--- src/rtl/resp_demux.sv ---
// Routes an in-order memory response stream to the ZERO (fetch) and ONE (data)
// requesters using a tag FIFO of request selects and a one-entry slot per port.
module resp_demux_slot #(
    parameter int DATA_W = 32
) (
    input  logic              CLK,
    input  logic              RST,
    input  logic              load,
    input  logic [DATA_W-1:0] din,
    input  logic              ready,
    output logic              valid,
    output logic [DATA_W-1:0] data,
    output logic              free
);
    // A slot being drained this cycle can take new data in the same cycle.
    assign free = !valid || ready;

    always_ff @(posedge CLK or posedge RST) begin
        if (RST) begin
            valid <= 1'b0;
            data  <= '0;
        end else if (load) begin
            valid <= 1'b1;
            data  <= din;
        end else if (ready) begin
            valid <= 1'b0;
        end
    end
endmodule

module resp_demux #(
    parameter int DATA_W = 32,
    parameter int DEPTH  = 4
) (
    input  logic                     CLK,
    input  logic                     RST,
    input  logic                     REQ_FIRE,
    input  logic                     REQ_SEL,
    output logic                     REQ_STALL,
    input  logic                     RESP_VALID,
    input  logic [DATA_W-1:0]        RESP_DATA,
    output logic                     RESP_READY,
    output logic                     ZERO_VALID,
    output logic [DATA_W-1:0]        ZERO_DATA,
    input  logic                     ZERO_READY,
    output logic                     ONE_VALID,
    output logic [DATA_W-1:0]        ONE_DATA,
    input  logic                     ONE_READY,
    output logic [$clog2(DEPTH):0]   PENDING,
    output logic                     ERR
);
    localparam int AW = $clog2(DEPTH);
    localparam int CW = AW + 1;

    logic [DEPTH-1:0]           tags;
    logic [AW-1:0]              wr_ptr, rd_ptr;
    logic [CW-1:0]              cnt;
    logic                       head, push, pop, empty;
    logic [1:0]                 slot_free, slot_ready, slot_load, slot_valid;
    logic [1:0][DATA_W-1:0]     slot_data;

    assign empty      = (cnt == '0);
    assign REQ_STALL  = (cnt == CW'(DEPTH));
    assign push       = REQ_FIRE && !REQ_STALL;
    assign head       = tags[rd_ptr];
    assign RESP_READY = !empty && slot_free[head];
    assign pop        = RESP_VALID && RESP_READY;
    assign PENDING    = cnt;

    assign slot_ready = {ONE_READY, ZERO_READY};

    genvar i;
    generate
        for (i = 0; i < 2; i++) begin : g_slot
            assign slot_load[i] = pop && (head == 1'(i));
            resp_demux_slot #(.DATA_W(DATA_W)) u_slot (
                .CLK   (CLK),
                .RST   (RST),
                .load  (slot_load[i]),
                .din   (RESP_DATA),
                .ready (slot_ready[i]),
                .valid (slot_valid[i]),
                .data  (slot_data[i]),
                .free  (slot_free[i])
            );
        end
    endgenerate

    assign ZERO_VALID = slot_valid[0];
    assign ZERO_DATA  = slot_data[0];
    assign ONE_VALID  = slot_valid[1];
    assign ONE_DATA   = slot_data[1];

    // Pop reads the registered head, so a tag pushed this cycle is never popped with it.
    always_ff @(posedge CLK or posedge RST) begin
        if (RST) begin
            tags   <= '0;
            wr_ptr <= '0;
            rd_ptr <= '0;
            cnt    <= '0;
            ERR    <= 1'b0;
        end else begin
            if (push) begin
                tags[wr_ptr] <= REQ_SEL;
                wr_ptr       <= wr_ptr + 1'b1;
            end
            if (pop)
                rd_ptr <= rd_ptr + 1'b1;
            case ({push, pop})
                2'b10:   cnt <= cnt + 1'b1;
                2'b01:   cnt <= cnt - 1'b1;
                default: cnt <= cnt;
            endcase
            if ((REQ_FIRE && REQ_STALL) || (RESP_VALID && empty))
                ERR <= 1'b1;
        end
    end
endmodule

--- config.mk ---
export PLATFORM = sky130hd
export DESIGN_NAME = resp_demux
export DESIGN_NICKNAME = d
export VERILOG_FILES = /design/src/rtl/resp_demux.sv
export SDC_FILE = /design/constraint.sdc
export NUM_CORES = 1
export LEC_CHECK = 0
export ABC_AREA = 1
export CORE_UTILIZATION = 35
export DETAILED_ROUTE_END_ITERATION = 8
export PLACE_DENSITY = 0.6
export SYNTH_ARGS = -nofsm -noshare
export SYNTH_HDL_FRONTEND = slang
export SYNTH_SLANG_ARGS = --single-unit
--- constraint.sdc ---
create_clock -name CLK -period 3.9 [get_ports CLK]
set_input_delay 1.17 -clock CLK [delete_from_list [all_inputs] [get_ports CLK]]
set_output_delay 1.17 -clock CLK [all_outputs]
set_load 0.02 [all_outputs]
---- After elaboration in Yosys (flattened, before gate mapping) ----
Cells that the tools add are included.
operators by class
  add/sub/neg operators ................... 4
  $lt $le $gt $ge ......................... 4
  equal/unequal tests ..................... 3
  multiplexer cells ....................... 12
  bitwise gates (word level) .............. 1
  reduce and logical (&&, ||, !) cells .... 19
operator list
  kind                                                                count
  logical AND 1 bit                                                   8
  2-to-1 mux 1 bit                                                    8
  < comparator 2 x 3 -> 1 bit (second input constant)                 2
  case mux 3 bit (2 select lines)                                     1
  nonzero test 2 bit                                                  3
  adder 2 x 1 -> 2 bit (second input constant)                        2
  bitwise mux 4 bit                                                   1
  logical NOT 1 bit                                                   4
  adder 3 x 1 -> 3 bit (second input constant)                        1
  equality test 3 bit (second input constant)                         1
  logical NOT 3 bit                                                   1
  logical OR 1 bit                                                    3
  subtractor 3 x 1 -> 3 bit (second input constant)                   1
  binary-select mux 1 bit (select 2 bit)                              1
  demux 1 bit (select 2 bit)                                          1
  equality test 2 x 1 -> 1 bit (second input constant)                1
  equality test 2 bit (second input constant)                         1
  greater-or-equal comparator 2 x 1 -> 1 bit (second input constant)  1
  < comparator 1 x 2 -> 1 bit (second input constant)                 1
  NOT 1 bit                                                           1
word-level totals
  register bits ........................... 78
  input bits .............................. 39
  word-level logic and storage cells ...... 52

---- Logic depth before layout (Yosys ltp) ----
Gate-level depths: netlist of the first run.
  depth after elaboration ................. 8
  depth in mapped cells ................... 14

---- Modules after synthesis ----
From an unflattened synthesis of the first run, not the netlist that was laid out.
unflattened totals
  cells, all modules ...................... 367
  area, all modules ....................... 3409.5 um^2
by module, submodules not included
  module           times used  cells an instance  area each (um^2)  seq. area each (um^2)
  resp_demux_slot  2           141                1330.0            825.8
  resp_demux       1           85                 749.5             300.3

---- Least setup slack after synthesis of the first run ----
Ideal clock, no wire load.
  kind .................................... input -> output
  start point ............................. in ONE_READY
  end point ............................... out RESP_READY
  arrival ................................. 1.642 ns
  data required time ...................... 2.730 ns
  path slack .............................. 1.088 ns
  stages on the path ...................... 4
  cell sequence ........................... nor2_1 -> nand3_2 -> nand3_4 -> inv_1
between the ends
  longest elaborated chain between the ends .. 4
ends and longest elaborated chain
  what                                                  line  RTL
  start, declared                                       48    input logic ONE_READY,
  logical OR 1 bit                                      16    assign free = !valid || ready;
  2-to-1 mux 1 bit (implied by the code) (2 in series)  66    assign RESP_READY = !empty && slot_free[head];
  logical AND 1 bit                                     66
  end, declared                                         42    output logic RESP_READY,
No other way between the ends. The select of a mux whose other input is x is not followed.

---- Worst setup path after layout of the first run ----
  start point ............................. in ZERO_READY
  end point ............................... out RESP_READY
between the ends
  longest elaborated chain between the ends .. 4
ends and longest elaborated chain
  what                                                  line  RTL
  start, declared                                       45    input logic ZERO_READY,
  logical OR 1 bit                                      16
  2-to-1 mux 1 bit (implied by the code) (2 in series)  66
  logical AND 1 bit                                     66
No other way between the ends. The select of a mux whose other input is x is not followed.

==> run_results.csv, run 1 <==
group,metric,value,unit
run_status,status,"finished clean",
clock_tree,clock_latency,0.34,ns
power,total_power,4.44,mW
clock_tree,clk_pin_slew_worst_paths,0.07,ns
power,ir_drop,0.537,mV
power,total_leakage_power,2.35,nW
detailed_routing,routedWlPerCell,13.3,um
floorplan,die-area,10200,sq um
logic_synthesis,ys_types,29,
finish,drive_gt1_share,11.8,%
detailed_routing,first_pass_iters,4,
timing,finalMaxSlewViolations,0,
detailed_routing,ant_nets,0,
logic_synthesis,yosysTopAreaCell,"dfrtp_1",
clock_tree,ctsResizeCount,0,
clock_tree,cts-root-buf,"clkbuf_8",
finish,mostFrequentLayoutCells,"nand2_1, clkdlybuf4s50_1, dfrtp_1",
floorplan,coreArea,9370,sq um
min_path,holdPathStages,2,
power,power.density,920,nW/um^2
logic_synthesis,syn_area_per_cell,9.58,sq um
clock_tree,clk_path_buf_depth,2,
detailed_routing,via_per_inst,4.52,
floorplan,die_h,101,um
setup_path,cp.required,2.73,ns
clock_tree,post_cts_buffers,0,
detailed_routing,drc,0,
setup_path,cp-start-kind,"input port",
timing,finClkSkew,0.0123,ns
finish,final_common_cell,"nand2_1",
logic_synthesis,synth_top_cell_area_share,56.9,%
setup_path,crit_path_end_kind,"output pin",
floorplan,initial_core_util,36.6,%
grt,grt_use_total,16.5,%
setup_path,rr_worst_depth,13,
grt,grt_pass1_wl,13000,um
min_path,hold_path.class,"reg2reg",
finish,area_growth,40.8,%
setup_path,critical_path_arrival,2.62,ns
placed_design,hpwl,5410,um
timing,rsz0062_at_grt,"false",
setup_path,r2r_end,"PENDING[2]",
setup_path,r2r_slack,1.46,ns
clock_tree,postCtsHoldBufs,0,
placed_design,gp_congestion,0.724,
clock_tree,h-tree-depth,3,
setup_path,cp_max_fo,2,
detailed_routing,routed_wl,8000,um
grt,globalRouteOverflowTotal,0,
logic_synthesis,syn_nets,403,
timing,hold_viol_final,0,
logic_synthesis,ys_seq_elements,78,
floorplan,die_w,101,um
job,cap_violations,0,
clock_tree,numCtsBuffers,9,
setup_path,crit-reg2reg-launch,"rd_ptr[0]",
logic_synthesis,postSynthCellCount,358,
timing,finalSetupViolations,0,
placed_design,io_buffers,110,
min_path,hp-start,"g_slot[0].u_slot.data[12]",
clock_tree,cts_tree,"built",
min_path,min_to,"g_slot[0].u_slot.data[12]",
timing,max_slew.worst_pin.slew,1.01,ns
floorplan,io_pins,111,
finish,nets,513,
logic_synthesis,synth_area_leaders,"dfrtp_1, nand2_1, o21ai_2",
timing,finalCritPeriodShare,97.3,%
grt,grt_pass1_vias,2731,
logic_synthesis,synth.cell_area,3430,sq um
grt,grt_start_max_net_pins,43,
grt,antenna_found_initial,0,
timing,min_period,3.79,ns
timing,slew_headroom,32.2,%
floorplan,fp-row-count,35,
logic_synthesis,yosysSeqAreaShare,56.9,%
clock_tree,cts_sinks,78,
detailed_routing,drt_iter0_drc,63,
logic_synthesis,yosys_warnings,0,
detailed_routing,vias,2723,
setup_path,path_class,"in2out",
timing,fmaxAchievable,264,MHz
finish,antenna_cells,0,
timing,fin_tns_setup,0,ns
flip-flops by register name (all words and copies together), names as in the netlist:
signal and cells:
rd_ptr 2, tags 4, PENDING 3, g_slot.u_slot.valid 2, ERR 1, wr_ptr 2
g_slot.u_slot.data 64
cells in the mapped netlist:
cell type  number
nand2_1       111
buf_6           9
nand3_4         1
clkbuf_4        1
nor2_4          1
nand4_1         1
o21ai_1         1
inv_1          48
nand2_4         1
nand2_2         1
clkbuf_1        1
buf_2           5
o21ai_2        22
a221o_1         1
inv_2           2
a21oi_1         1
dfrtp_1        78
o21ai_0        19
nor3_1          1
xor2_1          3
nand4_2         2
fa_1            1
nor3_2          1
ha_1            5
a21oi_2         1
nor2_1          3
xnor2_1         2
nand3_1        32
nand3_2         3
per-stage QoR:
step	utilization, %	instance area [sq um]	setup WS, ns	std cells	hold WS [ns]
floorplan	-	3430	0.735	358	0.453
global placement	49.3	4620	0.0926	586	0.455
detailed placement	49.3	4620	0.0943	586	0.461
CTS	51.5	4830	0.0835	602	0.480
global route	51.5	4830	0.0275	602	0.496
finish	51.5	4830	0.105	602	0.474
critical path, stage by stage:
cell,delay [ns]
clkdlybuf4s50_1,0.42
nor2_1,0.24
nand2_2,0.12
nand3_4,0.10
inv_1,0.04
clkdlybuf4s50_1,0.53
per-layer routing:
layer	wire length, um	up-vias	global-route usage [%]	part of all wire (%)
li1	-	1336	-	-
met1	3670	1312	21.5	46
met2	3900	66	27.7	49
met3	333	9	2.50	4.2
met4	97	0	6.69	1.2
met5	0	-	0	0
power breakdown:
part	internal [mW]	switching [mW]	total (mW)
registers	1.20	0.233	1.43
clock network	0.360	0.295	0.654
logic	0.993	1.36	2.35
total	2.55	1.89	4.44
worst max-delay path by stage:
| stage | from | endpoint | cells after the start |
|---|---|---|---|
| detailed placement | ZERO_READY | RESP_READY | 6 |
| global placement | ZERO_READY | RESP_READY | 6 |
| finish | ZERO_READY | RESP_READY | 6 |
| global route | ZERO_READY | RESP_READY | 6 |
| CTS | ZERO_READY | RESP_READY | 6 |
| floorplan | RST | ERR | 1 |
cells by family after synthesis:
logic type	after synthesis	synth area share, %
buf+inv	66	9.48
xor+xnor	5	1.28
compound gates	45	9.23
flops	78	56.9
simple gates	158	20.7
fa+ha+maj	6	2.41
final cells by class:
cell class	count	area [sq um]
Fill cell	904	4540
Sequential cell	78	1950
Multi-Input combinational cell	214	1160
Timing Repair Buffer	115	1150
Inverter	50	189
Tap cell	129	161
Clock buffer	10	128
Clock inverter	6	86.3
Note: power is estimated with default switching activity, not from simulation.
==> run 2: changes to the inputs <==
- HOLD_SLACK_MARGIN: not set -> 0.15
- SLEW_MARGIN: not set -> 30
==> run_results.csv, run 2 (synthesis gave the netlist of run 1 again) <==
group,metric,value,unit
setup_path,rr_worst_depth,13,
floorplan,io_pins,111,
setup_path,path_cells,"clkdlybuf4s50_1 -> nor2_1 -> nand2_2 -> nand3_4 -> inv_1 -> clkdlybuf4s50_1",
grt,grt_pass1_wl,13100,um
setup_path,r2r_end,"PENDING[2]",
timing,finalCritPeriodShare,97.2,%
floorplan,die_h,101,um
floorplan,die-area,10200,sq um
clock_tree,cts_tree,"built",
timing,rsz0062_at_grt,"false",
finish,largest_reg_flops,64,
detailed_routing,drt-met1-wl,3750,um
min_path,hp-start,"g_slot[0].u_slot.data[8]",
detailed_routing,wl_met2,3870,um
grt,globalRouteOverflowTotal,0,
detailed_routing,vias,2709,
detailed_routing,detailroute.wirelength.met3,350,um
finish,area_growth,42.4,%
setup_path,crit_path_end_kind,"output pin",
clock_tree,cts_sinks,78,
min_path,hold_path.class,"reg2reg",
timing,finClkSkew,0.0102,ns
detailed_routing,via_per_inst,4.50,
detailed_routing,drc,0,
detailed_routing,drt_iter0_drc,55,
power,seq_power_share,31.3,%
power,combPwrFrac,51.5,%
timing,slew_headroom,55.6,%
setup_path,cp-start-kind,"input port",
timing,min_period,3.79,ns
clock_tree,clk_path_buf_depth,2,
placed_design,io_buffers,110,
clock_tree,h-tree-depth,3,
power,total_leakage_power,2.37,nW
setup_path,crit_path_max_incr_delay,0.53,ns
timing,finalMaxSlewViolations,0,
finish,antenna_cells,0,
finish,drive_gt1_share,11.8,%
setup_path,critPathBufInv,3,
grt,antenna_found_initial,0,
setup_path,crit_top_cell,"clkdlybuf4s50_1",
detailed_routing,ant_nets,0,
power,intPower,2.69,mW
power,power.density,939,nW/um^2
clock_tree,post_cts_buffers,0,
placed_design,hpwl,5410,um
floorplan,die_w,101,um
finish,postLayoutCoreUtil,52.1,%
placed_design,gp_congestion,0.724,
power,total_power,4.59,mW
setup_path,cp_max_fo,2,
finish,nets,513,
floorplan,initial_core_util,36.6,%
timing,fin_tns_setup,0,ns
setup_path,cp_slowest_cell,"clkdlybuf4s50_1",
setup_path,cp.required,2.73,ns
power,power_frac_clock,17.2,%
timing,hold_viol_final,0,
job,cap_violations,0,
grt,grt_start_max_net_pins,43,
finish,regMostFlops,"g_slot.u_slot.data",
detailed_routing,top_layer,"met4",
clock_tree,postCtsHoldBufs,0,
clock_tree,ctsResizeCount,0,
detailed_routing,routedWlPerCell,13.4,um
power,p_switching,1.90,mW
setup_path,path_delay_family,"buffers and inverters",
setup_path,path_class,"in2out",
detailed_routing,first_pass_iters,4,
power,ir_drop,0.547,mV
timing,fmaxAchievable,264,MHz
timing,finalSetupViolations,0,
setup_path,critical_path_arrival,2.62,ns
min_path,min_to,"g_slot[0].u_slot.data[8]",
timing,fin_hold_ws,0.477,ns
setup_path,crit-reg2reg-launch,"rd_ptr[0]",
grt,grt_use_total,16.6,%
clock_tree,numCtsBuffers,9,
grt,grt_pass1_vias,2692,
min_path,holdPathStages,2,
floorplan,coreArea,9370,sq um
timing,max_slew.worst_pin.slew,0.665,ns
setup_path,r2r_slack,1.45,ns
clock_tree,clk_pin_slew_worst_paths,0.08,ns
finish,final_common_cell,"nand2_1",
power,swShare,41.4,%
run_status,status,"finished clean",
clock_tree,clock_latency,0.34,ns
finish,mostFrequentLayoutCells,"nand2_1, clkdlybuf4s50_1, dfrtp_1",
floorplan,fp-row-count,35,
detailed_routing,routed_wl,8070,um
clock_tree,cts-root-buf,"clkbuf_8",
==> run 2: cell types whose count changed in the layout (fill, tap and decap cells not counted), sizes merged <==
cell / previous run / this run
clkinv: 4 / 3
bufinv: 2 / 4
clkinvlp: 1 / 0
==> run 2: worst max-delay path by stage <==
stage | endpoint | slack [ns] | cells past startpoint | start
2_1_floorplan | ERR | 0.73 | 1 | RST
3_3_place_gp | RESP_READY | 0.09 | 6 | ZERO_READY
3_5_place_dp | RESP_READY | 0.09 | 6 | ZERO_READY
4_1_cts | RESP_READY | 0.08 | 6 | ZERO_READY
5_1_grt | RESP_READY | 0.02 | 6 | ZERO_READY
6_report | RESP_READY | 0.11 | 6 | ZERO_READY
==> run 2: layout make-up <==
type,instances,area [sq um]
Timing Repair Buffer,115,1150
Clock buffer,10,128
Multi-Input combinational cell,214,1170
Fill cell,880,4490
Tap cell,129,161
Inverter,50,189
Sequential cell,78,1950
Clock inverter,6,134
==> run 2: power groups by stage <==
stage                     Combinational, mW  Clock [mW]  Sequential [mW]
after floorplan                        1.05           0             1.84
after CTS                              2.41       0.806             1.44
after global placement                 2.35           0             1.44
final                                  2.36       0.790             1.43
after detailed placement               2.41           0             1.45
after global routing                   2.59       0.829             1.49
==> run 2: worst register-to-register path, stage by stage (launching register included) <==
cell     delay, ns
dfrtp_1       0.43
inv_2         0.10
nand2_1       0.06
nand3_2       0.10
nand2_4       0.28
nand2_2       0.20
nand3_4       0.09
nor2_4        0.09
ha_1          0.14
inv_1         0.07
fa_1          0.38
a21oi_1       0.14
o21ai_0       0.11
xor2_1        0.15
==> run 2: stage by stage <==
step / worst slack [ns] / instance area, sq um / std cells
after floorplan: 0.735 / 3430 / 358
after global placement: 0.0926 / 4620 / 586
after detailed placement: 0.0900 / 4620 / 586
after CTS: 0.0792 / 4890 / 602
after global routing: 0.0171 / 4890 / 602
final: 0.108 / 4890 / 602
==> run 2: layer usage <==
layer / track usage [%] / vias to the layer above
met1: 21.9 / 1293
met2: 27.2 / 68
met5: 0 / -
met3: 2.84 / 9
met4: 6.80 / 0
li1: - / 1339
==> run 3: changes to the inputs <==
- SKIP_CTS_REPAIR_TIMING: not set -> 1
==> results of run 3 <==
Final layout, timing and power as in run 2 (identical DEF).
